[config.mk]
export PLATFORM = sky130hd
export DESIGN_NAME = chip_burst_sequencer
export DESIGN_NICKNAME = d
export VERILOG_FILES = /design/src/rtl/chip_pkg.sv /design/src/rtl/chip_burst_sequencer_rd_return_pipe.sv /design/src/rtl/chip_burst_sequencer.sv
export SDC_FILE = /design/constraint.sdc
export NUM_CORES = 1
export LEC_CHECK = 0
export CORE_MARGIN = 5
export CORE_UTILIZATION = 43
export CTS_BUF_LIST = sky130_fd_sc_hd__clkbuf_8 sky130_fd_sc_hd__clkbuf_16
export DETAILED_ROUTE_END_ITERATION = 7
export PLACE_DENSITY_LB_ADDON = 0.05
export SETUP_SLACK_MARGIN = 0.3
export SYNTH_ARGS = -nofsm -noshare
export SYNTH_HDL_FRONTEND = slang
export SYNTH_SLANG_ARGS = --single-unit
[constraint.sdc]
create_clock -name clk -period 4.5 [get_ports clk]
set_clock_uncertainty 0.1 [all_clocks]
set_input_delay 0.9 -clock clk [delete_from_list [all_inputs] [get_ports clk]]
set_output_delay 0.9 -clock clk [all_outputs]
set_load 0.01 [all_outputs]
[src/rtl/chip_pkg.sv]
// Shared types and default geometry for the Chip burst sequencer.
package chip_pkg;

    localparam int CHIP_BGWIDTH      = 2;
    localparam int CHIP_BAWIDTH      = 2;
    localparam int CHIP_COLWIDTH     = 10;
    localparam int CHIP_DEVICE_WIDTH = 4;
    localparam int CHIP_BL           = 8;
    localparam int CHIP_CHWIDTH      = 5;
    localparam int CHIP_RDLAT        = 1;

    localparam int BANKGROUPS    = 2 ** CHIP_BGWIDTH;
    localparam int BANKSPERGROUP = 2 ** CHIP_BAWIDTH;
    localparam int BLWIDTH       = $clog2(CHIP_BL);

    typedef enum logic [1:0] {
        ST_IDLE  = 2'd0,
        ST_BURST = 2'd1,
        ST_GAP   = 2'd2
    } state_t;

    typedef struct packed {
        logic                     write;
        logic [CHIP_BGWIDTH-1:0]  bg;
        logic [CHIP_BAWIDTH-1:0]  ba;
        logic [CHIP_CHWIDTH-1:0]  row;
        logic [CHIP_COLWIDTH-1:0] col;
    } cmd_t;

endpackage

[src/rtl/chip_burst_sequencer_rd_return_pipe.sv]
// Read-return path: delays the per-beat {valid, bg, ba, last} tag and
// captures the addressed bank's dqout into the registered rd_* stream.
module rd_return_pipe
    import chip_pkg::*;
#(
    parameter int BGWIDTH      = CHIP_BGWIDTH,
    parameter int BAWIDTH      = CHIP_BAWIDTH,
    parameter int DEVICE_WIDTH = CHIP_DEVICE_WIDTH,
    parameter int RDLAT        = CHIP_RDLAT,
    localparam int NBG = 2 ** BGWIDTH,
    localparam int NBA = 2 ** BAWIDTH,
    localparam int TW  = 2 + BGWIDTH + BAWIDTH
) (
    input  logic                                      clk,
    input  logic                                      rst_n,
    input  logic                                      tag_valid,
    input  logic [BGWIDTH-1:0]                        tag_bg,
    input  logic [BAWIDTH-1:0]                        tag_ba,
    input  logic                                      tag_last,
    input  logic [NBG-1:0][NBA-1:0][DEVICE_WIDTH-1:0] dqout,
    output logic                                      rd_valid,
    output logic [DEVICE_WIDTH-1:0]                   rd_data,
    output logic                                      rd_last
);

    logic [TW-1:0]      tag_s;
    logic [TW-1:0]      sel_s;
    logic               sel_valid_s;
    logic [BGWIDTH-1:0] sel_bg_s;
    logic [BAWIDTH-1:0] sel_ba_s;
    logic               sel_last_s;

    assign tag_s = {tag_valid, tag_bg, tag_ba, tag_last};

    // The output register is the final stage, so only RDLAT-1 delay stages sit in front of it.
    generate
        if (RDLAT > 1) begin : g_dly
            logic [TW-1:0] dly_r [RDLAT-1];

            // Tag delay line.
            always_ff @(posedge clk or negedge rst_n) begin
                if (!rst_n) begin
                    for (int i = 0; i < RDLAT - 1; i++) begin
                        dly_r[i] <= '0;
                    end
                end else begin
                    dly_r[0] <= tag_s;
                    for (int i = 1; i < RDLAT - 1; i++) begin
                        dly_r[i] <= dly_r[i-1];
                    end
                end
            end

            assign sel_s = dly_r[RDLAT-2];
        end else begin : g_nodly
            assign sel_s = tag_s;
        end
    endgenerate

    assign sel_valid_s = sel_s[TW-1];
    assign sel_bg_s    = sel_s[TW-2 -: BGWIDTH];
    assign sel_ba_s    = sel_s[BAWIDTH:1];
    assign sel_last_s  = sel_s[0];

    // Read-data output register.
    always_ff @(posedge clk or negedge rst_n) begin
        if (!rst_n) begin
            rd_valid <= 1'b0;
            rd_data  <= '0;
            rd_last  <= 1'b0;
        end else begin
            rd_valid <= sel_valid_s;
            rd_last  <= sel_valid_s && sel_last_s;
            rd_data  <= sel_valid_s ? dqout[sel_bg_s][sel_ba_s] : '0;
        end
    end

endmodule

[src/rtl/chip_burst_sequencer.sv]
// Expands one column command into a wrapped burst on the Chip per-bank arrays.
// Optional burst chop (4 beats) is enabled by defining BURST_CHOP_EN.
module chip_burst_sequencer
    import chip_pkg::*;
#(
    parameter int BGWIDTH      = CHIP_BGWIDTH,
    parameter int BAWIDTH      = CHIP_BAWIDTH,
    parameter int COLWIDTH     = CHIP_COLWIDTH,
    parameter int DEVICE_WIDTH = CHIP_DEVICE_WIDTH,
    parameter int BL           = CHIP_BL,
    parameter int CHWIDTH      = CHIP_CHWIDTH,
    parameter int RDLAT        = CHIP_RDLAT,
    localparam int NBG = 2 ** BGWIDTH,
    localparam int NBA = 2 ** BAWIDTH,
    localparam int BLW = $clog2(BL),
    localparam int GW  = (RDLAT > 1) ? $clog2(RDLAT) : 1
) (
    input  logic                                      clk,
    input  logic                                      rst_n,
    input  logic                                      cmd_valid,
    output logic                                      cmd_ready,
    input  logic                                      cmd_write,
    input  logic [BGWIDTH-1:0]                        cmd_bg,
    input  logic [BAWIDTH-1:0]                        cmd_ba,
    input  logic [CHWIDTH-1:0]                        cmd_row,
    input  logic [COLWIDTH-1:0]                       cmd_col,
    input  logic [BL*DEVICE_WIDTH-1:0]                cmd_wdata,
`ifdef BURST_CHOP_EN
    input  logic                                      cmd_bc4,
`endif
    output logic [NBG-1:0][NBA-1:0]                   rd_o_wr,
    output logic [NBG-1:0][NBA-1:0][DEVICE_WIDTH-1:0] dqin,
    output logic [NBG-1:0][NBA-1:0][CHWIDTH-1:0]      row,
    output logic [NBG-1:0][NBA-1:0][COLWIDTH-1:0]     column,
    input  logic [NBG-1:0][NBA-1:0][DEVICE_WIDTH-1:0] dqout,
    output logic                                      rd_valid,
    output logic [DEVICE_WIDTH-1:0]                   rd_data,
    output logic                                      rd_last
);

    state_t                    state_r, state_nx_s;
    logic [BLW-1:0]            beat_r, beat_nx_s;
    logic [GW-1:0]             gap_r, gap_nx_s;
    cmd_t                      cmd_r, cmd_nx_s;
    logic [BL*DEVICE_WIDTH-1:0] wdata_r, wdata_nx_s;
    logic                      bc4_r, bc4_nx_s;
    logic                      bc4_in_s;
    logic [BLW-1:0]            last_beat_s;
    logic                      drive_s;
    logic [COLWIDTH-1:0]       col_s;
    logic [DEVICE_WIDTH-1:0]   data_s;

    // Low address bits advance modulo the burst (or 4 when chopped); upper bits never carry.
    function automatic logic [COLWIDTH-1:0] beat_column(
        input logic [COLWIDTH-1:0] base,
        input logic [BLW-1:0]      beat,
        input logic                chop
    );
        logic [BLW-1:0] lo_mask;
        logic [BLW-1:0] lo_sum;
        lo_mask = chop ? BLW'(2'd3) : {BLW{1'b1}};
        lo_sum  = base[BLW-1:0] + beat;
        return (base & ~COLWIDTH'(lo_mask)) | COLWIDTH'(lo_sum & lo_mask);
    endfunction

`ifdef BURST_CHOP_EN
    assign bc4_in_s = cmd_bc4 && (BL >= 8);
`else
    assign bc4_in_s = 1'b0;
`endif

    assign last_beat_s = bc4_r ? BLW'(2'd3) : BLW'(BL - 1);

    // Next-state, beat sequencing and selection of the beat to drive next cycle.
    always_comb begin
        state_nx_s = state_r;
        beat_nx_s  = beat_r;
        gap_nx_s   = gap_r;
        cmd_nx_s   = cmd_r;
        wdata_nx_s = wdata_r;
        bc4_nx_s   = bc4_r;
        drive_s    = 1'b0;
        case (state_r)
            ST_IDLE: begin
                if (cmd_valid && cmd_ready) begin
                    state_nx_s     = ST_BURST;
                    beat_nx_s      = '0;
                    cmd_nx_s.write = cmd_write;
                    cmd_nx_s.bg    = cmd_bg;
                    cmd_nx_s.ba    = cmd_ba;
                    cmd_nx_s.row   = cmd_row;
                    cmd_nx_s.col   = cmd_col;
                    wdata_nx_s     = cmd_wdata;
                    bc4_nx_s       = bc4_in_s;
                    drive_s        = 1'b1;
                end else begin
                    state_nx_s = ST_IDLE;
                end
            end
            ST_BURST: begin
                if (beat_r == last_beat_s) begin
                    state_nx_s = ST_GAP;
                    gap_nx_s   = cmd_r.write ? '0 : GW'(RDLAT - 1);
                end else begin
                    beat_nx_s = beat_r + BLW'(1'b1);
                    drive_s   = 1'b1;
                end
            end
            ST_GAP: begin
                if (gap_r == '0) begin
                    state_nx_s = ST_IDLE;
                end else begin
                    gap_nx_s = gap_r - GW'(1'b1);
                end
            end
            default: begin
                state_nx_s = ST_IDLE;
            end
        endcase
    end

    assign col_s  = beat_column(cmd_nx_s.col, beat_nx_s, bc4_nx_s);
    assign data_s = wdata_nx_s[int'(beat_nx_s)*DEVICE_WIDTH +: DEVICE_WIDTH];

    // Sequencer state, latched command and handshake register.
    always_ff @(posedge clk or negedge rst_n) begin
        if (!rst_n) begin
            state_r   <= ST_IDLE;
            beat_r    <= '0;
            gap_r     <= '0;
            cmd_r     <= '0;
            wdata_r   <= '0;
            bc4_r     <= 1'b0;
            cmd_ready <= 1'b1;
        end else begin
            state_r   <= state_nx_s;
            beat_r    <= beat_nx_s;
            gap_r     <= gap_nx_s;
            cmd_r     <= cmd_nx_s;
            wdata_r   <= wdata_nx_s;
            bc4_r     <= bc4_nx_s;
            cmd_ready <= (state_nx_s == ST_IDLE);
        end
    end

    // Per-bank drive registers: only the addressed bank carries the beat, all others sit at 0.
    always_ff @(posedge clk or negedge rst_n) begin
        if (!rst_n) begin
            rd_o_wr <= '0;
            dqin    <= '0;
            row     <= '0;
            column  <= '0;
        end else begin
            for (int g = 0; g < NBG; g++) begin
                for (int b = 0; b < NBA; b++) begin
                    if (drive_s && (int'(cmd_nx_s.bg) == g) && (int'(cmd_nx_s.ba) == b)) begin
                        rd_o_wr[g][b] <= cmd_nx_s.write;
                        dqin[g][b]    <= cmd_nx_s.write ? data_s : '0;
                        row[g][b]     <= cmd_nx_s.row;
                        column[g][b]  <= col_s;
                    end else begin
                        rd_o_wr[g][b] <= 1'b0;
                        dqin[g][b]    <= '0;
                        row[g][b]     <= '0;
                        column[g][b]  <= '0;
                    end
                end
            end
        end
    end

    rd_return_pipe #(
        .BGWIDTH      (BGWIDTH),
        .BAWIDTH      (BAWIDTH),
        .DEVICE_WIDTH (DEVICE_WIDTH),
        .RDLAT        (RDLAT)
    ) u_rd_return_pipe (
        .clk       (clk),
        .rst_n     (rst_n),
        .tag_valid ((state_r == ST_BURST) && !cmd_r.write),
        .tag_bg    (cmd_r.bg),
        .tag_ba    (cmd_r.ba),
        .tag_last  (beat_r == last_beat_s),
        .dqout     (dqout),
        .rd_valid  (rd_valid),
        .rd_data   (rd_data),
        .rd_last   (rd_last)
    );

endmodule

---- Word-level counts from Yosys, hierarchy flattened ----
Cells that the tools add are included.
storage, ports and cells
  output and inout bits ................... 327
  bits in registers ....................... 386
  logic and storage cells ................. 207
cells by class
  shift operators ......................... 1
  add/sub/neg operators ................... 3
  reduce and logical (&&, ||, !) cells .... 30
  bitwise logic cells ..................... 4
  multiplexer cells ....................... 91
  equality and inequality tests ........... 10
  order comparisons ....................... 2
operators with widths
  cell                 number
  $mux 10              16
  $mux 5               16
  $mux 4               19
  $mux 32              2
  $mux 20              2
  $bmux 16 s2          1
  $shiftx 32x6->4      1
  $logic_and 1x1->1    23
  $mux 1               23
  $mux 16              1
  $mux 3               4
  $and 10x10->10       1
  $eq 2x2->1 const B   5
  $not 3->10           1
  $or 10x3->10         1
  $bmux 4 s2           1
  $logic_not 2->1      4
  $eq 2x1->1 const B   3
  $lt 2x3->1 const B   2
  $pmux 2 s3           1
  $pmux 3 s2           1
  $mux 2               2
  $pmux 1 s2           2
  $add 3x1->3 const B  1
  8 further kinds      8

---- Depth between registers and ports, before layout ----
  word-level depth ........................ 8
  depth in mapped cells ................... 14
  depth with buffers taken out ............ 11

---- Cells and area by module ----
From an unflattened synthesis, not the netlist that was laid out.
unflattened totals
  cells, all modules ...................... 1036
  area, all modules ....................... 13349.1 um^2
modules (own cells, without submodules)
  module                seq. area each (um^2)  times used  area each (um^2)  cells each
  chip_burst_sequencer  9485.3                 1           12625.9           963
  rd_return_pipe        150.1                  1           723.2             73

---- Worst setup path after synthesis ----
Ideal clock, no wire load.
  kind .................................... input -> register
  start point ............................. input port cmd_valid
  end point ............................... register column[82] (netlist bit)
  cell stages on the path ................. 14
  data required time ...................... 4.269 ns
  slack ................................... 0.565 ns
  library setup time ...................... 0.131 ns
  path buffers ............................ 5
  arrival time ............................ 3.704 ns
  path through ............................ and4bb_2 > buf_2 > buf_2 > buf_2 > clkbuf_1 > nand2_1 > nand2_1 > ha_1 > inv_1 > fa_1 > xnor3_1 > mux2i_1 > buf_2 > nor2_1
RTL lines
  element                          line                         source
  from (decl)                      chip_burst_sequencer.sv:20   input logic cmd_valid,
  to (signal, indexed assignment)  chip_burst_sequencer.sv:160  column[g][b] <= col_s;
  to (decl)                        chip_burst_sequencer.sv:34   output logic [NBG-1:0][NBA-1:0][COLWIDTH-1:0] column,

---- Final worst setup path ----
  start point ............................. input port cmd_valid
  end point ............................... register dqin[23] (netlist bit)
between the ends
  elaborated cells on any way between the ends .. 16
  those cells by class .................... eq/ne (2); shift (1); mux (10); reduce/logical (3)
RTL lines
  element                          line                         source
  $logic_and 1x1->1                chip_burst_sequencer.sv:85   if (cmd_valid && cmd_ready) begin
  $mux 3                           chip_burst_sequencer.sv:85
  $pmux 3 s2                       chip_burst_sequencer.sv:83   case (state_r)
  named net beat_nx_s[1]           chip_burst_sequencer.sv:42   logic [BLW-1:0] beat_r, beat_nx_s;
  $shiftx 32x6->4                  chip_burst_sequencer.sv:123  assign data_s = wdata_nx_s[int'(beat_nx_s)*DEVICE_WIDTH +: DEVICE_WIDTH];
  $mux 4                           chip_burst_sequencer.sv:158  dqin[g][b] <= cmd_nx_s.write ? data_s : '0;
  $mux 4                           chip_burst_sequencer.sv:156  if (drive_s && (int'(cmd_nx_s.bg) == g) && (int'(cmd_nx_s.ba) == b)) begin
  to (signal, indexed assignment)  chip_burst_sequencer.sv:158
  to (decl)                        chip_burst_sequencer.sv:32   output logic [NBG-1:0][NBA-1:0][DEVICE_WIDTH-1:0] dqin,
The timed path passes the listed nets, and every way through them passes these cells.
A chain may end at the register's enable or synchronous reset.

==> qor.txt <==
Final Critical Period = 3.459 ns
Slew headroom = 29.13%
Remaining DRCs = 0
Crit path from = cmd_valid
Initial antenna violation count = 3
Largest net degree at the start of global routing = 104
Grt ovf = 0
Hold/Removal Path Class = in2async
Cells after Synth = 1055
Critical path capture point type = flop
Post-synthesis cell type count = 44
Hpwl dp = 30.91 mm
Vias = 9442
Final period utilization = 76.86%
Max-Cap Viols = 0
Most common cell after layout, fill and taps aside = clkdlybuf4s50_1
Reg clk slew, reported paths = 0.06 ns
Status = completed
Final slew viol count = 0
Total core area = 30430 sq um
Design area = 19560 sq um
Initial Util = 43.38%
Clock Tree Root = clkbuf_16
Post-CTS Setup Bufs = 0
Syn Area/Cell = 12.51 sq um
Lkg Pwr = 9.170 nW
Synth-to-layout area growth = 48.13%
# clock sinks = 385
Via density = 4.882
Count of final hold-check violations = 0
Vias in the first global route = 10190
Routed Antenna Nets = 0
Seq/Total Area, Yosys = 72.99%
RSZ-0062 raised after global routing = false
Post-synthesis register bit count = 385
Async set-reset flop share out of synthesis = 100.0%
Most frequent cells in the layout = clkdlybuf4s50_1 (444), dfrtp_1 (384), nor2_1 (261)
CP peak stage delay = 0.64 ns
VDD IR max = 0.3299 mV
Die Y = 185.2 um
PostCTS Resize Cnt = 0
I/O pin count = 446
EDFF count, synth = 0
Pwr/cell area = 582.5 nW/um^2
Cts bufs inserted = 40
Routed len/inst = 22.15 um
CTS tree = done
Max stage delay cell, worst path = a22oi_2
# port buffers = 445
Worst Path Required = 4.76 ns
Nets@finish = 1629
DR pass1 iterations = 5
Crit-path max FO = 16
Post-synthesis cell area = 13200 sq um
Die area = 34300 sq um
Final wirelength = 42.85 mm
Global-route usage over all layers = 24.98%
Main synth FF type = dfrtp_1
Row count = 64
Share of cells above drive strength 1 = 10.61%
Clk buf depth = 3
Worst r2r src = beat_r[0]$_DFF_PN0_
Setup TNS = 0 ns
Final Setup Violations = 0
Worst path arrival time = 3.72 ns
Critical path, cell by cell = clkdlybuf4s50_1 -> a21oi_2 -> or2_2 -> a221o_2 -> inv_2 -> mux2_2 -> a22oi_2 -> a21oi_1
Yosys warns = 0
Placement Cell Area = 18190 sq um
Syn_nets = 1177
Max H-tree Level = 2
Clock latency on the worst-skew pair = 0.52 ns
Worst Tran Pin Value = 1.063 ns
Critical path type = in2reg
Chip Width = 185.2 um
F_max = 289.1 MHz
DR iter-0 viols = 538
Startpoint types = primary input
# hold bufs at CTS = 0
Placer Congestion = 0.8618
First-pass GRT wire length = 64.07 mm
## registers in the layout, summed over array words and instances, names as in the netlist
signal / flops
beat_r: 3
rd_o_wr: 16
u_rd_return_pipe.rd_data: 4
u_rd_return_pipe.rd_last: 1
u_rd_return_pipe.rd_valid: 1
dqin: 64
row: 80
cmd_ready: 1
bc4_r: 1
column: 160
cmd_r: 20
wdata_r: 32
state_r: 2
## cells by family after synthesis
family,share of synthesized area (%)
fa+ha+maj,0.3412
compound gates,4.417
xor+xnor,0.2938
mux,5.677
simple gates,12.61
buf+inv,3.677
flops,72.99
## metal layers
metal / wire length (um) / global-route usage (%) / vias to the layer above
met1: 16230 / 30.71 / 4760
met2: 20840 / 41.14 / 364
li1: - / - / 4245
met4: 1342 / 7.692 / 2
met3: 4416 / 9.741 / 71
met5: 13 / 0 / -
## worst max-delay path: cells and delay by family
family	cells	cell delay, ns
AO/OA/AOI/OAI	4	1.35
buffers and inverters	2	0.78
AND/OR/NAND/NOR	1	0.29
multiplexers	1	0.39
## metrics by stage
step	setup WS (ns)	power (W)	hold WS [ns]	instances	util [%]
4_1_cts	1.081	0.01152	0.3666	1932	64.25
5_1_grt	0.8766	0.01199	0.3873	1934	64.26
3_3_place_gp	0.6144	0.008135	0.3544	1861	59.78
2_1_floorplan	0.5651	0.006445	0.3344	1055	-
3_5_place_dp	0.5315	0.008196	0.3613	1861	59.78
6_report	1.041	0.01139	0.3437	1934	64.26
## power by group
group	internal (W)	switching, W	total [W]
combinational	0.00151	0.00230	0.00381
sequential	0.00399	0.000294	0.00429
clock	0.00200	0.00129	0.00329
total	0.00750	0.00389	0.0114
## cell type report
type	count	area (sq um)
Multi-Input combinational cell	565	3118
Timing Repair Buffer	487	4837
Clock buffer	54	1216
Inverter	28	105.1
Tap cell	396	495.5
Fill cell	2418	10870
Sequential cell	385	9635
Clock inverter	17	142.6
Antenna cell	2	5.005
## path summary, 6_finish.rpt
check / slack (ns) / cells after the start / end
max: 1.04 / 8 / dqin[23]$_DFF_PN0_
min: 0.34 / 1 / wdata_r[5]$_DFF_PN0_
max reg2reg: 1.37 / 12 / column[152]$_DFF_PN0_
min reg2reg: 0.37 / 2 / wdata_r[22]$_DFF_PN0_
max in group asynchronous: 3.00 / 2 / cmd_ready$_DFF_PN1_
min in group clk: 0.37 / 2 / wdata_r[22]$_DFF_PN0_
## cells in the mapped netlist, drive strengths merged, types with 3 or more instances
cell       n  share of area (%)
a2111oi    4               0.27
dfrtp    384                 73
buf       38                1.8
nand2b     5               0.24
nand3b     4               0.23
inv       28               0.80
clkbuf    39                1.1
nor2     261                7.4
mux2i     16                1.2
nand3      6               0.23
o21ai      8               0.30
nand2    126                3.6
a22oi      6               0.57
or2        3               0.14
mux4      20                3.4
mux2      12                1.1
nor2b      5               0.24
a21oi     65                2.5
nor3       3               0.11
No activity file was read; power rests on OpenSTA's default activity.
